`src/rtl/mux_4bit_2to1.sv`:
```
// mux_4bit_2to1
//   Two-input word selector with a registered copy of the selected word and
//   an optional select-switch counter for debug statistics.
//
//   Optional feature macro: MUX_4BIT_2TO1_SWITCH_CNT_EN
//     defined   -> s_q / sw_cnt logic is built (saturating switch counter)
//     undefined -> counter omitted, sw_cnt tied to 0
//   The port list and the y / y_q behaviour are the same in both builds.
//
// Ports
//   clk     in  1      rising-edge clock for y_q and the counter
//   rst     in  1      asynchronous, active-high reset of all registers
//   a       in  WIDTH  data word selected when s = 0
//   b       in  WIDTH  data word selected when s = 1
//   s       in  1      select
//   y       out WIDTH  combinational selected word (independent of clk/rst)
//   y_q     out WIDTH  selected word registered on each rising edge
//   sw_cnt  out CNT_W  saturating count of s transitions seen at clock edges
//
// There is no handshake: every input is sampled on every rising edge.

module mux_4bit_2to1 #(
  parameter int WIDTH = 4,
  parameter int CNT_W = 8
) (
  input  logic             clk,
  input  logic             rst,
  input  logic [WIDTH-1:0] a,
  input  logic [WIDTH-1:0] b,
  input  logic             s,
  output logic [WIDTH-1:0] y,
  output logic [WIDTH-1:0] y_q,
  output logic [CNT_W-1:0] sw_cnt
);

  // ---------------------------------------------------------------------
  // Combinational select.
  // A case statement (rather than ?:) keeps an X/Z select propagating as X
  // in simulation; a ternary would merge the two words bit by bit and hide
  // the unknown select wherever a and b happen to agree.
  // ---------------------------------------------------------------------
  logic [WIDTH-1:0] y_d;

  always_comb begin
    y_d = {WIDTH{1'bx}};
    case (s)
      1'b0:    y_d = a;
      1'b1:    y_d = b;
      default: y_d = {WIDTH{1'bx}};
    endcase
  end

  assign y = y_d;

  // ---------------------------------------------------------------------
  // Registered copy of the selected word: y_q holds the value y had just
  // before the most recent rising edge.
  // ---------------------------------------------------------------------
  logic [WIDTH-1:0] y_reg_q;

  always_ff @(posedge clk or posedge rst) begin
    if (rst) begin
      y_reg_q <= '0;
    end else begin
      y_reg_q <= y_d;
    end
  end

  assign y_q = y_reg_q;

  // ---------------------------------------------------------------------
  // Select-switch counter.
  // s_q starts at 0 out of reset, so a first edge sampling s = 1 counts as
  // one switch. The counter sticks at all-ones instead of wrapping so a
  // very busy select never reads as a quiet one.
  // ---------------------------------------------------------------------
`ifdef MUX_4BIT_2TO1_SWITCH_CNT_EN
  logic             s_q;
  logic             s_d;
  logic [CNT_W-1:0] sw_cnt_q;
  logic [CNT_W-1:0] sw_cnt_d;
  logic             switched;
  logic             saturated;

  assign switched  = (s != s_q);
  assign saturated = (sw_cnt_q == {CNT_W{1'b1}});

  always_comb begin
    s_d      = s;
    sw_cnt_d = sw_cnt_q;
    if (switched && !saturated) begin
      sw_cnt_d = sw_cnt_q + {{(CNT_W-1){1'b0}}, 1'b1};
    end
  end

  always_ff @(posedge clk or posedge rst) begin
    if (rst) begin
      s_q      <= 1'b0;
      sw_cnt_q <= '0;
    end else begin
      s_q      <= s_d;
      sw_cnt_q <= sw_cnt_d;
    end
  end

  assign sw_cnt = sw_cnt_q;
`else
  assign sw_cnt = '0;
`endif

endmodule

```
`config.mk`:
```
export PLATFORM = sky130hd
export DESIGN_NAME = mux_4bit_2to1
export DESIGN_NICKNAME = d
export VERILOG_FILES = /design/src/rtl/mux_4bit_2to1.sv
export SDC_FILE = /design/constraint.sdc
export NUM_CORES = 1
export LEC_CHECK = 0
export ABC_AREA = 1
export BUFFER_PORTS_ARGS = -buffer_cell sky130_fd_sc_hd__buf_2
export CORE_AREA = 2 2 39 41
export CTS_CLUSTER_DIAMETER = 100
export DETAILED_ROUTE_END_ITERATION = 7
export DIE_AREA = 0 0 41 43
export PLACE_DENSITY_LB_ADDON = 0.1
export SLEW_MARGIN = 20
export SYNTH_ARGS = -nofsm -noshare
export SYNTH_HDL_FRONTEND = slang
export SYNTH_SLANG_ARGS = --single-unit
```
`constraint.sdc`:
```
create_clock -name clk -period 0.8 [get_ports clk]
set_input_delay 0.04 -clock clk [delete_from_list [all_inputs] [get_ports clk]]
set_output_delay 0.04 -clock clk [all_outputs]
set_load 0.02 [all_outputs]
```
==> key figures, run 1 <==
Setup path
  • CP Buf/Inv Count: 1
  • Critical Path AT: 0.73 ns
  • Startpoint class of the critical path: register
  • Crit-path max cell delay: 0.34 ns
  • WP depth: 1
  • Setup CP Type: reg2out
  • Critical path capture point type: output port
  • Top cell family by delay on the critical path: flip-flops
  • CP max-delay cell: dfrtp_1
  • Cell chain of the critical path: buf_2
  • Worst EP required: 0.76 ns
  • Critical path startpoint: y_q[3]
  • CP Max Fanout: 1

Synth
  • Post-synthesis average cell area: 8.02 sq um
  • Yosys top cell by area: dfrtp_1
  • Largest family of logic cells by synthesized area: buffers and inverters
  • Area share of the largest cell type after synthesis: 0.462
  • Yosys reg bits: 4
  • Syn Inst Count: 27
  • Mapped Area: 216 sq um
  • Leading post-synthesis cells by cell area: dfrtp_1, buf_4, nand2_1
  • Simple logic cell fraction of the synthesized area: 0.208
  • Mux cell area share after synthesis: 0
  • Seq/Total Area, Yosys: 0.462
  • Syn. warnings: 0
  • Post-synthesis cell type count: 6
  • Synth Area in Compound Gates: 0
  • Post-Synth XOR/XNOR Area: 0
  • Adder-cell share of the synthesized area: 0

Clocking
  • CTS Buffer Depth: 2
  • H-tree Lvls: 1
  • CTS tree: yes
  • Worst-path clk slew: 0.04 ns
  • Root Driver: clkbuf_4
  • Cts bufs inserted: 3
  • Clock Sinks: 4

Die
  • Placeable core region: 0.00138 sq mm
  • I/O pin cnt: 27
  • Row count: 14
  • Die width: 41 um
  • Die H: 43 um
  • Initial Util: 0.156
  • Die area: 0.00176 sq mm

Power and ir drop
  • Power per Cell Area: 1900 mW/mm^2
  • VDD IR max: 0.333 mV
  • Tot Pwr: 629 uW
  • Lkg Pwr: 0.211 nW

STA
  • Final Max Slew Viols: 0
  • Period utilisation layout: 0.956
  • Final hold vios: 0
  • Setup TNS: 0 ns
  • RSZ-0062 raised after global routing: no
  • Maximum clock frequency: 1310 MHz
  • Final setup fails: 0
  • Min cycle time layout: 0.765 ns
  • Fin Hold WS: 0.0241 ns

Placement
  • GP Congestion: 0.694
  • Port bufs: 18
  • DP Area: 293 sq um

Global route
  • Total grt overflow: 0
  • Largest net degree at the start of global routing: 6
  • Number of global-route vias before repair: 174
  • Initial antenna violation count: 0
  • Total GRT Usage: 0.0602
  • First-pass GRT wire length: 648 um

Final layout
  • Layout area overhead: 53.2%
  • Inserted Diodes: 0
  • Fillers: 156
  • Design area: 332 sq um
  • Max reg flops: 4
  • Most frequent cells in the layout: buf_2, nand2_1, conb_1, dfrtp_1, clkbuf_4
  • Commonest non-fill, non-tap cell in the layout: buf_2
  • Share of post-route cells with drive strength above 1: 0.458
  • Fin nets: 61

Run
  • Max Cap Violations: 0

Routing
  • Detail Route Antenna Nets: 0
  • Wirelength, routed: 481 um
  • 1st-pass router iterations: 2
  • Post-DR vias/cell: 3.09
  • Vias: 198
  • Drt wl/cell: 7.52 um
  • DRC viols: 0
  • Initial drt markers: 2

Hold path
  • Worst hold path type: in2reg
  • Hold depth: 3
  • Hold path startpoint: a[0]

Status
  • Outcome: finished, final reports clean
[worst paths after layout]
kind | to | slack (ns)
setup / recovery | y_q[3] | 0.03
max in group asynchronous | y_q[2] | 0.42
hold / removal | y_q[0] | 0.02
min in group asynchronous | y_q[0] | 0.23
[stage by stage]
stage | setup WS, ns | util | instances
6_report | 0.0350 | 0.240 | 64
5_1_grt | 0.00752 | 0.240 | 64
4_1_cts | 0.0211 | 0.235 | 64
3_5_place_dp | 0.229 | 0.212 | 60
3_3_place_gp | 0.214 | 0.212 | 60
2_1_floorplan | 0.344 | - | 34
[kinds of logic after synthesis]
logic type	count (synthesis)
flip-flops	4
other	1
AND/OR/NAND/NOR	12
buffers and inverters	10
[repair_timing]
item | 4_1_cts | 5_1_grt
endpoints found under the setup margin | 0 | 1
endpoints found under the hold margin | 4 | 0
hold buffers | 1 | 0
setup buffers | 0 | 0
gates resized for setup | 0 | 2
[report_power, final]
part / total [mW] / switching (mW) / internal, mW
logic: 0.166 / 0.113 / 0.0537
registers: 0.222 / 0.00371 / 0.219
clock network: 0.240 / 0.0731 / 0.167
total: 0.629 / 0.189 / 0.440
[final cells by class]
cell class | instances | area, sq um | area share
repair buffers | 19 | 106 | 0.321
flip-flops and latches | 4 | 100 | 0.302
multi-input cells | 20 | 75.1 | 0.226
clock buffers | 3 | 22.5 | 0.0679
well taps | 16 | 20.0 | 0.0604
inverters | 2 | 7.51 | 0.0226
[routing by layer]
layer / track usage / share of wire
met5: 0 / 0
met4: 0.0800 / 0
met3: 0.0157 / 0.060
met2: 0.0969 / 0.65
met1: 0.0450 / 0.29
[Yosys cell counts]
cell type	number
buf_4	8
inv_1	1
dfrtp_1	4
nand2_1	12
inv_2	1
conb_1	1
Power figures use the tool's default switching activity.
==> run 2: changes to the inputs <==
--- a/config.mk
+++ b/config.mk
@@ -7,6 +7,8 @@
 export LEC_CHECK = 0
 export ABC_AREA = 1
 export BUFFER_PORTS_ARGS = -buffer_cell sky130_fd_sc_hd__buf_2
+export CELL_PAD_IN_SITES_DETAIL_PLACEMENT = 1
+export CELL_PAD_IN_SITES_GLOBAL_PLACEMENT = 1
 export CORE_AREA = 2 2 39 41
 export CTS_CLUSTER_DIAMETER = 100
 export DETAILED_ROUTE_END_ITERATION = 7
==> run 2 against run 1 <==
  * Setup slack worse by 0.0014 ns
  * First-iteration DRC count unchanged
  * Cell count did not move
  * Count of clock-buffer cells in the layout stayed put
  * Die area unchanged
  * Design area up 5.7%
  * Sequential share of layout area shrank 1.6 points
  * Sequential cell count did not move
  * Utilization up 1.4 points
  * Non-clock buffer count unchanged
  * Routed wire length up 11%
  * Critical path type unchanged
==> key figures, run 2 (same netlist as run 1, synthesis figures left out) <==
Setup path
  • CP Buf/Inv Count: 1 (unchanged)
  • CP Max Fanout: 1 (unchanged)
  • Critical Path AT: 0.73 ns (about the same)
  • Critical path capture point type: output port
  • Crit-path max cell delay: 0.37 ns (+0.03 ns)
  • Setup CP Type: reg2out
  • Worst EP required: 0.76 ns (about the same)
  • Top cell family by delay on the critical path: flip-flops
  • Cell chain of the critical path: buf_6
  • Startpoint class of the critical path: register
  • CP max-delay cell: dfrtp_1
  • Critical path startpoint: y_q[2]

Final layout
  • Final core utilization: 0.253 (+0.0136)
  • Fin nets: 61 (unchanged)
  • Commonest non-fill, non-tap cell in the layout: buf_2
  • Layout area overhead: 61.8%
  • Inserted Diodes: 0 (unchanged)
  • FF+latch area: 100 sq um (unchanged)
  • Fillers: 175 (+12%)
  • Share of post-route cells with drive strength above 1: 0.458 (unchanged)
  • Most frequent cells in the layout: buf_2, nand2_1, conb_1, buf_6, dfrtp_1
  • Fin cells: 64 (unchanged)
  • Max reg flops: 4 (unchanged)
  • Multi-input gate area: 75.1 sq um (unchanged)

Routing
  • Detail Route Antenna Nets: 0 (unchanged)
  • DRC viols: 0 (unchanged)
  • 1st-pass router iterations: 2 (unchanged)
  • Vias: 204 (+3.0%)
  • Post-DR vias/cell: 3.19 (+3.0%)
  • Initial drt markers: 2 (unchanged)
  • Drt wl/cell: 8.38 um (+11%)
  • Wirelength, routed: 536 um (+11%)

STA
  • Setup TNS: 0 ns (unchanged)
  • Min cycle time layout: 0.766 ns (+0.00145 ns)
  • Final Max Slew Viols: 0 (unchanged)
  • Period utilisation layout: 0.958 (+0.00181)
  • RSZ-0062 raised after global routing: yes
  • Fin Hold WS: 0.0455 ns (+0.0214 ns)
  • Final hold vios: 0 (unchanged)
  • Maximum clock frequency: 1300 MHz (-0.19%)
  • Final setup fails: 0 (unchanged)

Hold path
  • Worst hold path type: in2reg
  • Hold path startpoint: a[0]

Power and ir drop
  • Power per Cell Area: 1840 mW/mm^2 (-3.0%)
  • Tot Pwr: 645 uW (+2.5%)
  • VDD IR max: 0.416 mV (+25%)
  • Lkg Pwr: 0.217 nW (+2.7%)

Placement
  • Detailed Place HPWL: 501 um
  • Placed Cells: 60 (unchanged)
  • GP Congestion: 0.756 (+8.9%)
  • Port bufs: 18 (unchanged)

Die
  • I/O pin cnt: 27 (unchanged)
  • Die H: 43 um (unchanged)
  • Initial Util: 0.156 (unchanged)
  • Placeable core region: 0.00138 sq mm (unchanged)
  • Die area: 0.00176 sq mm (unchanged)
  • Row count: 14 (unchanged)
  • Die width: 41 um (unchanged)

Global route
  • Largest net degree at the start of global routing: 6 (unchanged)
  • Total GRT Usage: 0.0704 (+0.0102)
  • Total grt overflow: 0 (unchanged)
  • First-pass GRT wire length: 800 um (+23%)
  • Number of global-route vias before repair: 213 (+22%)
  • Initial antenna violation count: 0 (unchanged)

Run
  • Max Cap Violations: 0 (unchanged)

Clocking
  • Cts bufs inserted: 3 (unchanged)
  • H-tree Lvls: 1 (unchanged)
  • Clock Sinks: 4 (unchanged)
  • Worst-path clk slew: 0.04 ns (about the same)
  • CTS Buffer Depth: 2 (unchanged)
  • CTS tree: yes
  • Post-CTS setup buffer count: 0 (unchanged)
  • Root Driver: clkbuf_4

Status
  • Outcome: finished, final reports clean
run 2: cell types whose count changed in the layout (fill, tap and decap cells not counted):
cell	previous run	this run
buf_2	17	14
buf_6	1	4
run 2: path summary, 6_finish.rpt:
path                       endpoint  slack, ns  cells past startpoint
max                          y_q[2]       0.03                      1
max in group asynchronous    y_q[0]       0.42                      3
min                          y_q[0]       0.05                      3
min in group asynchronous    y_q[1]       0.23                      3
run 2: per-layer routing:
metal,global-route usage,share of wire
met5,0,0
met4,0.0600,0
met3,0.0314,0.067
met2,0.106,0.57
met1,0.0680,0.37
run 2: area by class of cell:
class / count / area share
tap: 16 / 0.0571
clock buffer: 3 / 0.0643
timing repair buffer: 19 / 0.357
sequential: 4 / 0.286
multi-input combinational: 20 / 0.214
inverter: 2 / 0.0214
run 2: report_power, final:
part           total [mW]  switching, mW  internal [mW]
Combinational       0.181          0.114         0.0673
Clock               0.237         0.0701          0.167
Sequential          0.226        0.00718          0.219
run 2: through the flow:
| stage | instance area, sq um | setup slack, ns |
|---|---|---|
| floorplan | 243 | 0.344 |
| global placement | 293 | 0.216 |
| detailed placement | 293 | 0.208 |
| CTS | 325 | 0.0121 |
| global route | 350 | -0.00639 |
| finish | 350 | 0.0335 |
run 2: what timing repair did:
item | in CTS | in global routing
hold buffers | 1 | 0
endpoints found under the setup margin | 0 | 4
hold endpoints to repair | 4 | 0
resized for setup | 0 | 8
==> run 3: changes to the inputs <==
--- a/config.mk
+++ b/config.mk
@@ -14,6 +14,7 @@
 export DETAILED_ROUTE_END_ITERATION = 7
 export DIE_AREA = 0 0 41 43
 export PLACE_DENSITY_LB_ADDON = 0.1
+export REMOVE_ABC_BUFFERS = 1
 export SLEW_MARGIN = 20
 export SYNTH_ARGS = -nofsm -noshare
 export SYNTH_HDL_FRONTEND = slang
==> run 3 against run 2 <==
  * Routed wire length is 2.1% higher
  * Count of clock-buffer cells in the layout stayed put
  * Setup slack worse by 0.0014 ns
  * Largest power group unchanged
  * Sequential share of layout area is 1.6 points higher
  * Combinational power is 8% lower
  * Fmax is 0.18% lower
  * Clock power hardly changed
  * Design area is 5.4% lower
==> key figures, run 3 (same netlist as run 1, synthesis figures left out) <==
Power and ir drop
  • VDD IR max: 0.318 mV (-24%)
  • Clk network pwr share: 0.381 (+0.013)
  • Lkg Pwr: 0.211 nW (-2.7%)
  • Sw Ratio: 0.301 (+0.00407)
  • Int Pwr: 440 uW (-3.0%)
  • Power per Cell Area: 1900 mW/mm^2 (+3.1%)
  • Sw Pwr: 189 uW (-1.1%)
  • Gate power share: 0.265 (-0.016)
  • Tot Pwr: 629 uW (-2.5%)
  • Reg power frac: 0.354 (+0.003)

Global route
  • Largest net degree at the start of global routing: 6 (unchanged)
  • First-pass GRT wire length: 772 um (-3.5%)
  • Total GRT Usage: 0.0671 (-0.00329)
  • Number of global-route vias before repair: 200 (-6.1%)
  • Total grt overflow: 0 (unchanged)
  • Initial antenna violation count: 0 (unchanged)

STA
  • Setup TNS: 0 ns (unchanged)
  • RSZ-0062 raised after global routing: no
  • Final Max Slew Viols: 0 (unchanged)
  • Min cycle time layout: 0.768 ns (+0.00136 ns)
  • Period utilisation layout: 0.960 (+0.00170)
  • Maximum clock frequency: 1300 MHz (-0.18%)
  • Final hold vios: 0 (unchanged)
  • Worst Slack Setup Final: 0.0322 ns (-0.00136 ns)
  • Final setup fails: 0 (unchanged)

Routing
  • Drt wl/cell: 8.55 um (+2.1%)
  • 1st-pass router iterations: 2 (unchanged)
  • Post-DR vias/cell: 3.28 (+2.9%)
  • Wirelength, routed: 547 um (+2.1%)
  • DRC viols: 0 (unchanged)
  • Initial drt markers: 2 (unchanged)
  • Vias: 210 (+2.9%)
  • Detail Route Antenna Nets: 0 (unchanged)

Run
  • Max Cap Violations: 0 (unchanged)

Final layout
  • Fin nets: 61 (unchanged)
  • Share of post-route cells with drive strength above 1: 0.458 (unchanged)
  • Max reg flops: 4 (unchanged)
  • Commonest non-fill, non-tap cell in the layout: buf_2
  • Fin cells: 64 (unchanged)
  • Design area: 332 sq um (-5.4%)
  • Layout area overhead: 53.2%
  • Inserted Diodes: 0 (unchanged)
  • Most frequent cells in the layout: buf_2, nand2_1, conb_1, dfrtp_1, clkbuf_4

Setup path
  • CP Max Fanout: 1 (unchanged)
  • Critical path capture point type: output port
  • Setup CP Type: reg2out
  • Top cell family by delay on the critical path: flip-flops
  • CP Buf/Inv Count: 1 (unchanged)
  • CP max-delay cell: dfrtp_1
  • Cell chain of the critical path: buf_6
  • Worst EP required: 0.76 ns (about the same)
  • Crit-path max cell delay: 0.37 ns (about the same)
  • Startpoint class of the critical path: register
  • Critical Path AT: 0.73 ns (about the same)

Placement
  • Detailed Place HPWL: 507 um (+1.2%)
  • GP Congestion: 0.644 (-15%)
  • Port bufs: 18 (unchanged)
  • DP Area: 293 sq um (unchanged)
  • Placed Cells: 60 (unchanged)
  • Place WS: 0.210 ns (+0.00232 ns)

Die
  • Initial Util: 0.156 (unchanged)
  • I/O pin cnt: 27 (unchanged)
  • Die width: 41 um (unchanged)
  • Row count: 14 (unchanged)
  • Die H: 43 um (unchanged)
  • Placeable core region: 0.00138 sq mm (unchanged)
  • Die area: 0.00176 sq mm (unchanged)

Clocking
  • CTS Buffer Depth: 2 (unchanged)
  • Root Driver: clkbuf_4
  • Cts bufs inserted: 3 (unchanged)
  • Post-CTS setup buffer count: 0 (unchanged)
  • H-tree Lvls: 1 (unchanged)
  • CTS tree: yes
  • Worst-path clk slew: 0.03 ns (about the same)
  • Clock Sinks: 4 (unchanged)

Hold path
  • Worst hold path type: in2reg

Status
  • Outcome: finished, final reports clean
run 3: changes by cell type in the layout (fill, tap and decap cells not counted):
cell / previous run / this run
buf_2: 14 / 17
buf_6: 4 / 1
run 3: per-layer routing:
metal / track usage / vias up / routed length [um]
li1: - / 104 / -
met1: 0.0415 / 100 / 119
met2: 0.131 / 6 / 387
met3: 0.0157 / 0 / 40
met4: 0.0600 / 0 / 0
met5: 0 / - / 0
run 3: repair_timing:
item	in CTS	in global routing
setup endpoints to repair	0	1
endpoints found under the hold margin	4	0
hold buffers	1	0
resized for setup	0	2
run 3: cell type report:
| cell class | count | area (sq um) |
|---|---|---|
| clock buffers | 3 | 22.5 |
| multi-input cells | 20 | 75.1 |
| fillers | 186 | 1050 |
| repair buffers | 19 | 106 |
| well taps | 16 | 20.0 |
| inverters | 2 | 7.51 |
| flip-flops and latches | 4 | 100 |
run 3: worst paths after layout:
kind,start,to,slack (ns),cells past startpoint
max in group asynchronous,rst,y_q[1],0.42,3
min in group asynchronous,rst,y_q[3],0.23,3
min,a[1],y_q[1],0.03,3
max,y_q[3],y_q[3],0.03,1
run 3: power groups by stage:
stage	Combinational (mW)	Sequential [mW]	Clock, mW
after floorplan	0.0766	0.246	0
after global placement	0.158	0.224	0
after detailed placement	0.159	0.224	0
after CTS	0.163	0.222	0.257
after global routing	0.182	0.224	0.262
final	0.167	0.223	0.239
run 3: metrics by stage:
step	util	hold WS [ns]
after floorplan	-	-0.194
after detailed placement	0.212	-0.0734
after global placement	0.212	-0.0775
after CTS	0.235	0.0207
after global routing	0.240	0.0486
final	0.240	0.0304
